==> config.mk <==
export PLATFORM = sky130hd
export DESIGN_NAME = alu_muldiv_control
export DESIGN_NICKNAME = d
export VERILOG_FILES = /design/src/rtl/alu_ctrl_pkg.sv /design/src/rtl/muldiv_iter.sv /design/src/rtl/alu_muldiv_control.sv
export SDC_FILE = /design/constraint.sdc
export NUM_CORES = 1
export LEC_CHECK = 0
export CAP_MARGIN = 5
export CORE_UTILIZATION = 14
export DETAILED_ROUTE_END_ITERATION = 6
export PLACE_DENSITY_LB_ADDON = 0.15
export SYNTH_ARGS = -nofsm -noshare
export SYNTH_HDL_FRONTEND = slang
export SYNTH_SLANG_ARGS = --single-unit
==> constraint.sdc <==
create_clock -name vclk -period 0.9
set_input_delay 0.135 -clock vclk [all_inputs]
set_output_delay 0.135 -clock vclk [all_outputs]
set_load 0.1 [all_outputs]
==> src/rtl/alu_ctrl_pkg.sv <==
// Shared encodings for the EX-stage ALU control: funct codes, ALUOp encodings,
// ALU operation codes and the multiply/divide FSM states.
package alu_ctrl_pkg;

    localparam logic [5:0] FUNCT_MFHI  = 6'b010000;
    localparam logic [5:0] FUNCT_MTHI  = 6'b010001;
    localparam logic [5:0] FUNCT_MFLO  = 6'b010010;
    localparam logic [5:0] FUNCT_MTLO  = 6'b010011;
    localparam logic [5:0] FUNCT_MULT  = 6'b011000;
    localparam logic [5:0] FUNCT_MULTU = 6'b011001;
    localparam logic [5:0] FUNCT_DIV   = 6'b011010;
    localparam logic [5:0] FUNCT_DIVU  = 6'b011011;
    localparam logic [5:0] FUNCT_ADD   = 6'b100000;
    localparam logic [5:0] FUNCT_ADDU  = 6'b100001;
    localparam logic [5:0] FUNCT_SUB   = 6'b100010;
    localparam logic [5:0] FUNCT_SUBU  = 6'b100011;
    localparam logic [5:0] FUNCT_AND   = 6'b100100;
    localparam logic [5:0] FUNCT_OR    = 6'b100101;
    localparam logic [5:0] FUNCT_XOR   = 6'b100110;
    localparam logic [5:0] FUNCT_NOR   = 6'b100111;
    localparam logic [5:0] FUNCT_SLT   = 6'b101010;
    localparam logic [5:0] FUNCT_SLTU  = 6'b101011;

    localparam logic [1:0] ALUOP_ADD     = 2'b00;
    localparam logic [1:0] ALUOP_SUB     = 2'b01;
    localparam logic [1:0] ALUOP_RTYPE   = 2'b10;
    localparam logic [1:0] ALUOP_ILLEGAL = 2'b11;

    localparam logic [3:0] ALU_AND     = 4'b0000;
    localparam logic [3:0] ALU_OR      = 4'b0001;
    localparam logic [3:0] ALU_ADD     = 4'b0010;
    localparam logic [3:0] ALU_XOR     = 4'b0011;
    localparam logic [3:0] ALU_SUB     = 4'b0110;
    localparam logic [3:0] ALU_SLT     = 4'b0111;
    localparam logic [3:0] ALU_SLTU    = 4'b1000;
    localparam logic [3:0] ALU_NOR     = 4'b1100;
    localparam logic [3:0] ALU_UNKNOWN = 4'b1110;
    localparam logic [3:0] ALU_ILLEGAL = 4'b1111;

    typedef enum logic [1:0] {
        ST_IDLE = 2'b00,
        ST_MUL  = 2'b01,
        ST_DIV  = 2'b10,
        ST_DONE = 2'b11
    } state_e;

endpackage

==> src/rtl/muldiv_iter.sv <==
// Radix-2 iterative engine: shift-add multiplier and restoring divider on
// operand magnitudes, with the iteration counter and final sign fix-up.
module muldiv_iter #(
    parameter int NBITS = 32
) (
    input  logic             clk_i,
    input  logic             rst_ni,
    input  logic             load_i,
    input  logic             step_i,
    input  logic             div_i,
    input  logic             signed_i,
    input  logic [NBITS-1:0] op_a_i,
    input  logic [NBITS-1:0] op_b_i,
    output logic             last_o,
    output logic             div_zero_o,
    output logic [NBITS-1:0] hi_o,
    output logic [NBITS-1:0] lo_o
);

    localparam int CW = $clog2(NBITS + 1);

    logic [CW-1:0]    count_q, count_d;
    logic [NBITS-1:0] acc_q, acc_d;
    logic [NBITS-1:0] low_q, low_d;
    logic [NBITS-1:0] opb_q, opb_d;
    logic             div_q, div_d;
    logic             neg_res_q, neg_res_d;
    logic             neg_rem_q, neg_rem_d;
    logic             div_zero_q, div_zero_d;

    logic             a_neg, b_neg;
    logic [NBITS-1:0] a_mag, b_mag;

    assign a_neg = signed_i & op_a_i[NBITS-1];
    assign b_neg = signed_i & op_b_i[NBITS-1];
    assign a_mag = a_neg ? -op_a_i : op_a_i;
    assign b_mag = b_neg ? -op_b_i : op_b_i;

    // acc holds the product high half / partial remainder; low holds the
    // multiplier shifting out / dividend shifting out as quotient shifts in.
    logic [NBITS:0]   mul_sum, div_shift;
    logic [NBITS-1:0] div_diff, acc_step, low_step;
    logic             div_fits;

    always_comb begin
        mul_sum   = {1'b0, acc_q} + (low_q[0] ? {1'b0, opb_q} : '0);
        div_shift = {acc_q, low_q[NBITS-1]};
        div_diff  = div_shift[NBITS-1:0] - opb_q;
        div_fits  = (div_shift >= {1'b0, opb_q});
        if (div_q) begin
            acc_step = div_fits ? div_diff : div_shift[NBITS-1:0];
            low_step = {low_q[NBITS-2:0], div_fits};
        end else begin
            acc_step = mul_sum[NBITS:1];
            low_step = {mul_sum[0], low_q[NBITS-1:1]};
        end
    end

    logic [2*NBITS-1:0] prod, prod_fixed;

    always_comb begin
        prod       = {acc_step, low_step};
        prod_fixed = neg_res_q ? -prod : prod;
        if (div_q) begin
            hi_o = neg_rem_q ? -acc_step : acc_step;
            lo_o = div_zero_q ? '1 : (neg_res_q ? -low_step : low_step);
        end else begin
            hi_o = prod_fixed[2*NBITS-1:NBITS];
            lo_o = prod_fixed[NBITS-1:0];
        end
    end

    always_comb begin
        count_d    = count_q;
        acc_d      = acc_q;
        low_d      = low_q;
        opb_d      = opb_q;
        div_d      = div_q;
        neg_res_d  = neg_res_q;
        neg_rem_d  = neg_rem_q;
        div_zero_d = div_zero_q;
        if (load_i) begin
            count_d    = CW'(NBITS);
            acc_d      = '0;
            low_d      = a_mag;
            opb_d      = b_mag;
            div_d      = div_i;
            neg_res_d  = a_neg ^ b_neg;
            neg_rem_d  = div_i & a_neg;
            div_zero_d = div_i & (op_b_i == '0);
        end else if (step_i) begin
            count_d = count_q - CW'(1);
            acc_d   = acc_step;
            low_d   = low_step;
        end
    end

    always_ff @(posedge clk_i or negedge rst_ni) begin
        if (!rst_ni) begin
            count_q    <= '0;
            acc_q      <= '0;
            low_q      <= '0;
            opb_q      <= '0;
            div_q      <= 1'b0;
            neg_res_q  <= 1'b0;
            neg_rem_q  <= 1'b0;
            div_zero_q <= 1'b0;
        end else begin
            count_q    <= count_d;
            acc_q      <= acc_d;
            low_q      <= low_d;
            opb_q      <= opb_d;
            div_q      <= div_d;
            neg_res_q  <= neg_res_d;
            neg_rem_q  <= neg_rem_d;
            div_zero_q <= div_zero_d;
        end
    end

    assign last_o     = (count_q == CW'(1));
    assign div_zero_o = div_zero_q;

endmodule

==> src/rtl/alu_muldiv_control.sv <==
// EX-stage ALU control: ALUOp/funct decode, HI/LO pair and iterative mul/div.
// Define ALU_MULDIV_EN to build HI/LO, the FSM and the muldiv_iter engine.
module alu_muldiv_control
    import alu_ctrl_pkg::*;
#(
    parameter int NBITS        = 32,
    parameter int ANBITS       = 6,
    parameter int NBITSCONTROL = 2,
    parameter int ALUOP        = 4
) (
    input  logic                    i_clk,
    input  logic                    i_reset,
    input  logic                    i_Valid,
    input  logic [ANBITS-1:0]       i_Funct,
    input  logic [NBITSCONTROL-1:0] i_ALUOp,
    input  logic [NBITS-1:0]        i_OpA,
    input  logic [NBITS-1:0]        i_OpB,
    output logic [ALUOP-1:0]        o_ALUOp,
    output logic                    o_Stall,
    output logic                    o_HiLoSel,
    output logic [NBITS-1:0]        o_HiLoData,
    output logic                    o_Busy,
    output logic                    o_DivZero
);

`ifdef ALU_MULDIV_EN
    localparam logic [3:0] HILO_ALUOP = ALU_ADD;
`else
    localparam logic [3:0] HILO_ALUOP = ALU_UNKNOWN;
`endif

    logic is_rtype;
    assign is_rtype = (i_ALUOp == ALUOP_RTYPE);

    always_comb begin
        o_ALUOp = ALU_ILLEGAL;
        case (i_ALUOp)
            ALUOP_ADD: o_ALUOp = ALU_ADD;
            ALUOP_SUB: o_ALUOp = ALU_SUB;
            ALUOP_RTYPE: begin
                case (i_Funct)
                    FUNCT_ADD, FUNCT_ADDU: o_ALUOp = ALU_ADD;
                    FUNCT_SUB, FUNCT_SUBU: o_ALUOp = ALU_SUB;
                    FUNCT_AND:  o_ALUOp = ALU_AND;
                    FUNCT_OR:   o_ALUOp = ALU_OR;
                    FUNCT_XOR:  o_ALUOp = ALU_XOR;
                    FUNCT_NOR:  o_ALUOp = ALU_NOR;
                    FUNCT_SLT:  o_ALUOp = ALU_SLT;
                    FUNCT_SLTU: o_ALUOp = ALU_SLTU;
                    FUNCT_MFHI, FUNCT_MTHI, FUNCT_MFLO, FUNCT_MTLO,
                    FUNCT_MULT, FUNCT_MULTU, FUNCT_DIV, FUNCT_DIVU:
                                o_ALUOp = HILO_ALUOP;
                    default:    o_ALUOp = ALU_UNKNOWN;
                endcase
            end
            default: o_ALUOp = ALU_ILLEGAL;
        endcase
    end

`ifdef ALU_MULDIV_EN
    state_e           state_q, state_d;
    logic [NBITS-1:0] hi_q, hi_d, lo_q, lo_d;
    logic [NBITS-1:0] res_hi, res_lo;
    logic             is_muldiv, is_div, is_signed, start, step, last, div_zero;

    assign is_muldiv = is_rtype && (i_Funct == FUNCT_MULT || i_Funct == FUNCT_MULTU ||
                                    i_Funct == FUNCT_DIV  || i_Funct == FUNCT_DIVU);
    assign is_div    = (i_Funct == FUNCT_DIV)  || (i_Funct == FUNCT_DIVU);
    assign is_signed = (i_Funct == FUNCT_MULT) || (i_Funct == FUNCT_DIV);
    // Gated by reset so the stall drops the instant reset is asserted.
    assign start     = i_reset && i_Valid && is_muldiv && (state_q == ST_IDLE);
    assign step      = (state_q == ST_MUL) || (state_q == ST_DIV);

    muldiv_iter #(
        .NBITS(NBITS)
    ) u_muldiv_iter (
        .clk_i      (i_clk),
        .rst_ni     (i_reset),
        .load_i     (start),
        .step_i     (step),
        .div_i      (is_div),
        .signed_i   (is_signed),
        .op_a_i     (i_OpA),
        .op_b_i     (i_OpB),
        .last_o     (last),
        .div_zero_o (div_zero),
        .hi_o       (res_hi),
        .lo_o       (res_lo)
    );

    always_comb begin
        state_d = state_q;
        case (state_q)
            ST_IDLE: if (start) state_d = is_div ? ST_DIV : ST_MUL;
            ST_MUL, ST_DIV: if (last) state_d = ST_DONE;
            ST_DONE: state_d = ST_IDLE;
            default: state_d = ST_IDLE;
        endcase
    end

    always_comb begin
        hi_d = hi_q;
        lo_d = lo_q;
        if (step && last) begin
            hi_d = res_hi;
            lo_d = res_lo;
        end else if (state_q == ST_IDLE && i_Valid && is_rtype) begin
            if (i_Funct == FUNCT_MTHI) hi_d = i_OpA;
            if (i_Funct == FUNCT_MTLO) lo_d = i_OpA;
        end
    end

    always_ff @(posedge i_clk or negedge i_reset) begin
        if (!i_reset) begin
            state_q <= ST_IDLE;
            hi_q    <= '0;
            lo_q    <= '0;
        end else begin
            state_q <= state_d;
            hi_q    <= hi_d;
            lo_q    <= lo_d;
        end
    end

    assign o_Stall    = start || step;
    assign o_Busy     = step;
    assign o_DivZero  = (state_q == ST_DONE) && div_zero;
    assign o_HiLoSel  = is_rtype && (i_Funct == FUNCT_MFHI || i_Funct == FUNCT_MFLO);
    assign o_HiLoData = !o_HiLoSel ? '0 : ((i_Funct == FUNCT_MFHI) ? hi_q : lo_q);
`else
    logic unused_inputs;
    assign unused_inputs = ^{i_clk, i_reset, i_Valid, i_OpA, i_OpB};

    assign o_Stall    = 1'b0;
    assign o_Busy     = 1'b0;
    assign o_DivZero  = 1'b0;
    assign o_HiLoSel  = 1'b0;
    assign o_HiLoData = '0;
`endif

endmodule

# --- After elaboration in Yosys (flattened, before gate mapping) ---
# Memories as Yosys holds them, arrays and structs flattened.
# Index checks and enable logic that the tools add are counted.
word_totals:
  reg_bits: 0
  romBits: 256
  in_bits: 75
  output_inout_bits: 40
  word_cells: 5
  memories: 1
mem_list:
  columns: ["name", "depth", "width", "rd", "rd_clocked_by_memory_dff", "write_ports", "line_no", "text"]
  rows:
  - ["(name not given)", 64, 4, 1, 0, 0, "alu_muldiv_control.sv:41", "case (i_Funct)"]
classes:
  eq_ne: 2
  muxes: 1
  n_reduce_logical: 1
ops:
  columns: ["op", "n"]
  rows:
  - ["$pmux 4 s3", 1]
  - ["$eq 2x1->1 const B", 1]
  - ["$eq 2x2->1 const B", 1]
  - ["$logic_not 2->1", 1]

# --- Longest topological paths before layout ---
# Gate-level depths: netlist of run 1.
depth:
  ltp_word: 2
  ltp_mapped: 5
  ltp_nobuf: 5

# --- Worst setup path before layout of run 1 ---
# No wires, ideal clock.
synth_timing:
  kind: "in2out"
  startpoint: "input i_Funct[0]"
  endpoint: "output o_ALUOp[3]"
  t_arrival_ps: 1952
  required_time_ps: 765
  path_slack_ps: -1187
  stages: 5
  path_buffers: 0
  path_cell_list: "inv_1 ha_1 nand2b_1 a21oi_1 a21oi_1"
synth_between:
  elab_chain_len: 2
synth_rtl:
  columns: ["element", "line_no", "text"]
  rows:
  - ["start, declared", "alu_muldiv_control.sv:14", "input logic [ANBITS-1:0] i_Funct,"]
  - ["$mem_v2 64x4", null, null]
  - ["$pmux 4 s3", "alu_muldiv_control.sv:37", "case (i_ALUOp)"]
  - ["end, declared", "alu_muldiv_control.sv:18", "output logic [ALUOP-1:0] o_ALUOp,"]
# No other way between the ends.

# --- Worst setup path in the final report of run 1 ---
layout_timing:
  startpoint: "input i_Funct[1]"
  endpoint: "output o_ALUOp[0]"
# The elaborated chain is that of the path after synthesis.

==> results of run 1 <==
[power by group through the flow]
stage               sequential (W)  combinational, W  clock (W)
floorplan                        0          0.000908          0
global placement                 0          0.000913          0
detailed placement               0          0.000915          0
CTS                              0          0.000953          0
global route                     0          0.000982          0
finish                           0          0.000956          0
[logic make-up after synthesis]
group                      after synthesis
adders and majority gates                3
muxes                                    1
AOI/OAI and AO/OA                        9
and+or+nand+nor                          5
buffers and inverters                   40
other                                    1
[timing repair]
item,4_1_cts,5_1_grt
resized for setup,37,2
pin swaps,8,5
hold buffers,0,0
setup buffers,1,0
endpoints found under the setup margin,4,4
[critical path, cell delays in order]
cell and delay [ns]:
buf_8 0.10, buf_6 0.12, ha_4 0.25, nand2b_4 0.12
a21oi_4 0.05, a22o_4 0.22, buf_12 0.16
[per-stage QoR]
stage	worst slack (ns)	power, W	hold WS [ns]
after detailed placement	-0.841	0.000915	1.13
after floorplan	-0.605	0.000908	0.546
after global routing	-0.417	0.000982	0.842
after CTS	-0.403	0.000953	0.805
after global placement	-0.846	0.000913	1.14
final	-0.384	0.000956	0.794
[metal layers]
metal | global-route usage, % | share of wire, % | vias to the layer above
met5 | 0 | 0 | -
met4 | 0 | 0 | 0
met3 | 0 | 9.3 | 0
met2 | 9.92 | 58 | 33
met1 | 4.26 | 33 | 140
li1 | - | - | 152
[cells in the final DEF, fill, tap and decap left out, types with 2 or more instances in the layout]
| master | instances |
|---|---|
| buf_12 | 4 |
| buf_6 | 5 |
| ha_4 | 2 |
| buf_4 | 4 |
| conb_1 | 36 |
| a21oi_4 | 4 |
| inv_1 | 2 |
| nand2b_4 | 4 |
| dlygate4sd2_1 | 4 |
[layout make-up]
type	instances	area [sq um]	share of cell area, %
multi-input combinational	54	400	58.8
inverter	4	20.0	2.94
timing repair buffer	19	221	32.5
tap	31	38.8	5.70
[worst min path at each step]
| stage | start | to | slack [ns] | depth (start not counted) |
|---|---|---|---|---|
| after detailed placement | i_ALUOp[1] | o_ALUOp[3] | 1.13 | 4 |
| after CTS | i_Funct[2] | o_ALUOp[1] | 0.81 | 5 |
| final | i_Funct[2] | o_ALUOp[1] | 0.79 | 5 |
| after floorplan | i_ALUOp[1] | o_ALUOp[3] | 0.55 | 2 |
| after global placement | i_ALUOp[1] | o_ALUOp[3] | 1.14 | 4 |
| after global routing | i_Funct[2] | o_ALUOp[1] | 0.84 | 5 |
==> impl_metrics.env, run 1 <==
export IMPL_status="finished, violations left"
export IMPL_violations="design-rule violations, negative setup slack"
export IMPL_die_width_um=56.9
export IMPL_synth_cells=59
export IMPL_ys_types=12
export IMPL_p_int_w=0.000145
export IMPL_gp_congestion=0.726
export IMPL_fin_ws_ns=-0.384
export IMPL_synth_compound_area_share_pct=11.9
export IMPL_cp_end_kind="primary output"
export IMPL_synth_top_family_by_area="buffers and inverters"
export IMPL_port_buffers=12
export IMPL_nets=157
export IMPL_tns_ns=-1.26
export IMPL_synth_area_top_cells="buf_4 64%, ha_1 8.9%, a21oi_1 5.9%"
export IMPL_yosys_area_share_simple_pct=8.01
export IMPL_ys_seq_area_share_pct=0
export IMPL_final_util_pct=24.3
export IMPL_fmax_mhz=779
export IMPL_post_synth_top_area_cell="buf_4"
export IMPL_num_rows=19
export IMPL_firstDrtPassIters=7
export IMPL_swShare_pct=84.9
export IMPL_synth_top_area_share_pct=64.1
export IMPL_postLayoutCellArea_sq_um=681
export IMPL_drive_gt1_share_pct=41.6
export IMPL_cp_start_kind="input port"
export IMPL_seq_cells=0
export IMPL_dieArea_sq_mm=0.00324
export IMPL_first_iter_violations=16
export IMPL_comb_power_share_pct=100.0
export IMPL_synthTopCellsByCount="36 x buf_4, 5 x a21oi_1, 4 x inv_1, 4 x nand2b_1, 3 x ha_1"
export IMPL_critical_path_class="in2out"
export IMPL_grt_use_total_pct=4.29
export IMPL_ioPinCount=115
export IMPL_grt_max_degree=6
export IMPL_finalNonFillerCells=108
export IMPL_synthAdderAreaFrac_pct=8.90
export IMPL_dp_cells=107
export IMPL_yosys_area_share_xor_xnor_pct=0
export IMPL_die_h_um=56.9
export IMPL_drt_vias_per_instance=3.01
export IMPL_initial_core_util_pct=15.0
export IMPL_synth_most_common_cell="buf_4"
export IMPL_hpwl_um=669
export IMPL_muxShareOfSynthArea_pct=2.67
export IMPL_nFillCells=310
export IMPL_worstHoldPathType="in2out"
export IMPL_regArea_sq_um=0
export IMPL_cp_startpoint="i_Funct[1]"
export IMPL_p_clk_share_pct=0
export IMPL_power_density_mw_per_mm2=1400
export IMPL_drc=13
export IMPL_rsz0062_at_grt="true"
export IMPL_irDropWorstVdd_mv=0.284
export IMPL_grt_pass1_vias=269
export IMPL_ant_nets=0
export IMPL_setup_viol=4
export IMPL_synth_warnings=0
export IMPL_gr_total_overflow=0
export IMPL_final_clkbuf_count=0
export IMPL_syn_area_per_cell_sq_um=7.15
export IMPL_diodes=0
export IMPL_power_switching_w=0.000811
export IMPL_cp_endpoint="o_ALUOp[0]"
export IMPL_p_seq_share_pct=0
export IMPL_crit_fanout=3
export IMPL_num_vias=325
export IMPL_placed_area_sq_um=599
export IMPL_total_leakage_power_nw=0.345
export IMPL_slew_violations=0
export IMPL_fin_crit_sh_pct=143
export IMPL_area_delta_synth_final_pct=61.4
export IMPL_hold_violations=0
export IMPL_syn_area_sq_um=422
export IMPL_cp_required_ns=0.76
export IMPL_core_area_sq_mm=0.00281
export IMPL_drv_cap=0
export IMPL_wl_um=724
export IMPL_grt_first_pass_wirelength_um=1150
export IMPL_drt_wirelength_per_cell_um=6.70
export IMPL_antenna_found_initial=0
export IMPL_cp_data_arrival_time_ns=1.15
export IMPL_layout_min_cycle_time_ns=1.28
Power figures use the tool's default switching activity.
==> run 2: changes to the inputs <==
--- a/config.mk
+++ b/config.mk
@@ -6,6 +6,7 @@
 export NUM_CORES = 1
 export LEC_CHECK = 0
 export CAP_MARGIN = 5
+export CORE_MARGIN = 2
 export CORE_UTILIZATION = 14
 export DETAILED_ROUTE_END_ITERATION = 6
 export PLACE_DENSITY_LB_ADDON = 0.15
==> impl_metrics.env, run 2 (synthesis results as in run 1) <==
export IMPL_status="finished, violations left"
export IMPL_violations="design-rule violations, negative setup slack"
export IMPL_critical_path_class="in2out"
export IMPL_cp_data_arrival_time_ns=1.13
export IMPL_diodes=0
export IMPL_rsz0062_at_grt="true"
export IMPL_area_delta_synth_final_pct=62.0
export IMPL_fin_hold_ws_ns=0.822
export IMPL_drv_cap=0
export IMPL_crit_fanout=3
export IMPL_initial_core_util_pct=15.0
export IMPL_cp_end_kind="primary output"
export IMPL_core_area_sq_mm=0.00281
export IMPL_layout_min_cycle_time_ns=1.27
export IMPL_cp_start_kind="input port"
export IMPL_critical_path_top_delay_family="buffers and inverters"
export IMPL_die_width_um=58.9
export IMPL_drt_wirelength_per_cell_um=6.96
export IMPL_gp_congestion=0.690
export IMPL_wl_um=745
export IMPL_ant_nets=0
export IMPL_num_rows=19
export IMPL_slew_violations=0
export IMPL_antenna_found_initial=0
export IMPL_path_buf_inv=3
export IMPL_cpMaxStageDelayCell="ha_4"
export IMPL_final_clkbuf_count=0
export IMPL_place_worst_setup_slack_ns=-0.823
export IMPL_hold_violations=0
export IMPL_gr_total_overflow=0
export IMPL_most_common_layout_cells="36 x conb_1, 5 x buf_6, 4 x nand2b_4, 4 x buf_12"
export IMPL_drt_vias_per_instance=2.96
export IMPL_total_leakage_power_nw=0.340
export IMPL_regArea_sq_um=0
export IMPL_tns_ns=-1.27
export IMPL_dp_cells=106
export IMPL_hpwl_um=680
export IMPL_num_vias=317
export IMPL_port_buffers=12
export IMPL_cpPeakStageDelay_ns=0.24
export IMPL_nets=156
export IMPL_dieArea_sq_mm=0.00347
export IMPL_seq_cells=0
export IMPL_grt_pass1_vias=275
export IMPL_cp_required_ns=0.76
export IMPL_cp_cell_sequence="buf_8, buf_6, ha_4, nand2b_4, a21oi_2, a22o_4, buf_12"
export IMPL_fmax_mhz=789
export IMPL_finalNonFillerCells=107
export IMPL_power_density_mw_per_mm2=1400
export IMPL_drc=7
export IMPL_drive_gt1_share_pct=42.1
export IMPL_worstHoldPathType="in2out"
export IMPL_fin_ws_ns=-0.368
export IMPL_fin_crit_sh_pct=141
export IMPL_grt_first_pass_wirelength_um=1180
export IMPL_first_iter_violations=9
export IMPL_grt_max_degree=5
export IMPL_irDropWorstVdd_mv=0.279
export IMPL_firstDrtPassIters=6
export IMPL_grt_use_total_pct=4.25
export IMPL_setup_viol=4
export IMPL_ioPinCount=115
export IMPL_final_util_pct=24.4
export IMPL_mostFrequentLayoutCell="conb_1"
export IMPL_die_h_um=58.9
## run 2: cell types whose count changed in the layout (fill, tap and decap cells not counted), sizes merged
cell,before,now
clkdlybuf4s15,0,2
dlygate4sd2,4,3
buf,14,13
clkbuf,1,0
## run 2: path summary, 6_finish.rpt
| kind | startpoint | to | depth (start not counted) |
|---|---|---|---|
| setup / recovery | i_Funct[1] | o_ALUOp[0] | 7 |
| hold / removal | i_Funct[1] | o_ALUOp[2] | 5 |
## run 2: final cells by class
type	count	area (sq um)
multi-input cells	54	405
inverters	4	20.0
fillers	314	2120
well taps	31	38.8
repair buffers	18	219
## run 2: metrics by stage
stage / total power [W] / instance area (sq um)
CTS: 0.000952 / 682
global placement: 0.000909 / 592
global route: 0.000983 / 683
detailed placement: 0.000908 / 592
floorplan: 0.000908 / 626
finish: 0.000954 / 683
## run 2: where the power goes
group          switching (W)  leakage, nW  internal, W
logic               0.000812        0.340     0.000142
clock network              0            0            0
registers                  0            0            0
total               0.000812        0.340     0.000142
## run 2: what timing repair did
action,in CTS,in global routing
hold endpoints to repair,0,0
endpoints found under the setup margin,4,4
setup buffers,1,0
gates resized for setup,37,3
cloned,0,0
hold buffers,0,0
pin swaps,8,7
## run 2: routing by layer
layer  GRT usage, %  vias to the layer above  routed length (um)
li1               -                      151                   -
met1           4.76                      131                 217
met2           8.73                       35                 415
met3          0.659                        0                 113
met4              0                        0                   0
met5              0                        -                   0
==> run 3: changes to the inputs <==
--- a/config.mk
+++ b/config.mk
@@ -7,7 +7,7 @@
 export LEC_CHECK = 0
 export CAP_MARGIN = 5
 export CORE_MARGIN = 2
-export CORE_UTILIZATION = 14
+export CORE_UTILIZATION = 17
 export DETAILED_ROUTE_END_ITERATION = 6
 export PLACE_DENSITY_LB_ADDON = 0.15
 export SYNTH_ARGS = -nofsm -noshare
==> constraint.sdc (replaced) <==
create_clock -name vclk -period 1.56
set_input_delay 0.156 -clock vclk [all_inputs]
set_output_delay 0.156 -clock vclk [all_outputs]
set_load 0.1 [all_outputs]
==> impl_metrics.env, run 3 (synthesis results as in run 1) <==
export IMPL_status="finished clean"
export IMPL_rsz0062_at_grt="false"
export IMPL_dieArea_sq_mm=0.00289
export IMPL_hold_violations=0
export IMPL_first_iter_violations=0
export IMPL_port_buffers=12
export IMPL_final_clkbuf_count=0
export IMPL_num_vias=297
export IMPL_slew_violations=0
export IMPL_ctsHoldBuffers=0
export IMPL_setup_viol=0
export IMPL_core_area_sq_mm=0.00241
export IMPL_layout_min_cycle_time_ns=1.48
export IMPL_drt_wirelength_per_cell_um=5.52
export IMPL_die_width_um=53.8
export IMPL_seq_cells=0
export IMPL_crit_fanout=3
export IMPL_cp_required_ns=1.40
export IMPL_wl_um=574
export IMPL_regArea_sq_um=0
export IMPL_mostFrequentLayoutCell="conb_1"
export IMPL_most_common_layout_cells="36 x conb_1, 5 x clkdlybuf4s50_1"
export IMPL_worstHoldPathType="in2out"
export IMPL_ioPinCount=115
export IMPL_fin_crit_sh_pct=95.0
export IMPL_drive_gt1_share_pct=21.6
export IMPL_fmax_mhz=675
export IMPL_cp_startpoint="i_Funct[1]"
export IMPL_num_rows=18
export IMPL_hpwl_um=543
export IMPL_grt_use_total_pct=3.85
export IMPL_initial_core_util_pct=17.5
export IMPL_diodes=0
export IMPL_drt_vias_per_instance=2.86
export IMPL_cp_endpoint="o_ALUOp[2]"
export IMPL_drc=0
export IMPL_firstDrtPassIters=1
export IMPL_cpPeakStageDelay_ns=0.29
export IMPL_cp_end_kind="primary output"
export IMPL_dp_cells=104
export IMPL_grt_pass1_vias=229
export IMPL_cp_data_arrival_time_ns=1.33
export IMPL_power_density_mw_per_mm2=942
export IMPL_area_delta_synth_final_pct=27.0
export IMPL_placed_area_sq_um=536
export IMPL_grt_max_degree=5
export IMPL_cp_cell_sequence="clkdlybuf4s15_1, ha_2, mux2_1, a31oi_1, o21ai_2, buf_12"
export IMPL_drv_cap=0
export IMPL_ant_nets=0
export IMPL_postLayoutCellArea_sq_um=536
export IMPL_irDropWorstVdd_mv=0.281
export IMPL_postCtsSetupBuffers=0
export IMPL_cpMaxStageDelayCell="mux2_1"
export IMPL_total_leakage_power_nw=0.281
export IMPL_nets=154
export IMPL_critical_path_class="in2out"
export IMPL_finalNonFillerCells=104
export IMPL_nFillCells=262
export IMPL_antenna_found_initial=0
export IMPL_path_buf_inv=2
export IMPL_gp_congestion=0.717
export IMPL_gr_total_overflow=0
export IMPL_cp_start_kind="input port"
export IMPL_die_h_um=53.8
export IMPL_critical_path_top_delay_family="buffers and inverters"
export IMPL_grt_first_pass_wirelength_um=903
export IMPL_cp_depth=6
[run 3: changes by cell type in the layout (fill, tap and decap cells not counted), sizes merged]
cell / change
buf: -5
clkbuf: +1
clkdlybuf4s15: -1
clkdlybuf4s50: +5
dlygate4sd2: -2
[run 3: cell type report]
type / instances / area (sq um) / area share (%)
inverter: 4 / 15.0 / 2.80
multi-input combinational: 54 / 299 / 55.8
tap: 30 / 37.5 / 7.01
timing repair buffer: 16 / 184 / 34.3
[run 3: worst min path at each step]
stage,endpoint,startpoint,slack (ns),cells after the start
2_1_floorplan,o_ALUOp[3],i_ALUOp[1],0.60,2
3_3_place_gp,o_ALUOp[1],i_ALUOp[1],1.14,3
3_5_place_dp,o_ALUOp[1],i_ALUOp[1],1.14,3
4_1_cts,o_ALUOp[2],i_Funct[2],1.06,5
5_1_grt,o_ALUOp[1],i_Funct[0],1.10,6
6_report,o_ALUOp[1],i_Funct[0],1.04,6
[run 3: timing repair]
item	CTS	global route
resized for setup	3	5
endpoints found under the setup margin	4	2
pin swaps	2	3
[run 3: where the power goes]
group          switching (W)  total (W)  leakage (nW)  internal [W]
Clock                      0          0             0             0
Combinational       0.000448   0.000504         0.281     0.0000568
Sequential                 0          0             0             0
[run 3: stage by stage]
| step | total power (W) | util, % | setup TNS (ns) | setup slack (ns) | hold slack, ns |
|---|---|---|---|---|---|
| floorplan | 0.000512 | - | -0.0205 | -0.0205 | 0.603 |
| global placement | 0.000506 | 22.2 | -0.654 | -0.221 | 1.14 |
| detailed placement | 0.000505 | 22.2 | -0.595 | -0.206 | 1.14 |
| CTS | 0.000503 | 22.1 | 0 | 0.0399 | 1.06 |
| global route | 0.000522 | 22.2 | 0 | 0.0125 | 1.10 |
| finish | 0.000504 | 22.2 | 0 | 0.0787 | 1.04 |
[run 3: metal layers]
layer  part of all wire, %  wire length, um  GRT usage [%]
met5                     0                0              0
met4                     0                0              0
met3                    26              149           1.11
met2                    36              207           6.71
met1                    38              217           4.95
[run 3: tightest hold or removal path, stage by stage]
cell and delay [ns]:
clkbuf_2 0.10, inv_1 0.06, ha_1 0.16, o21ai_1 0.06, nand4b_1 0.15, buf_12 0.19
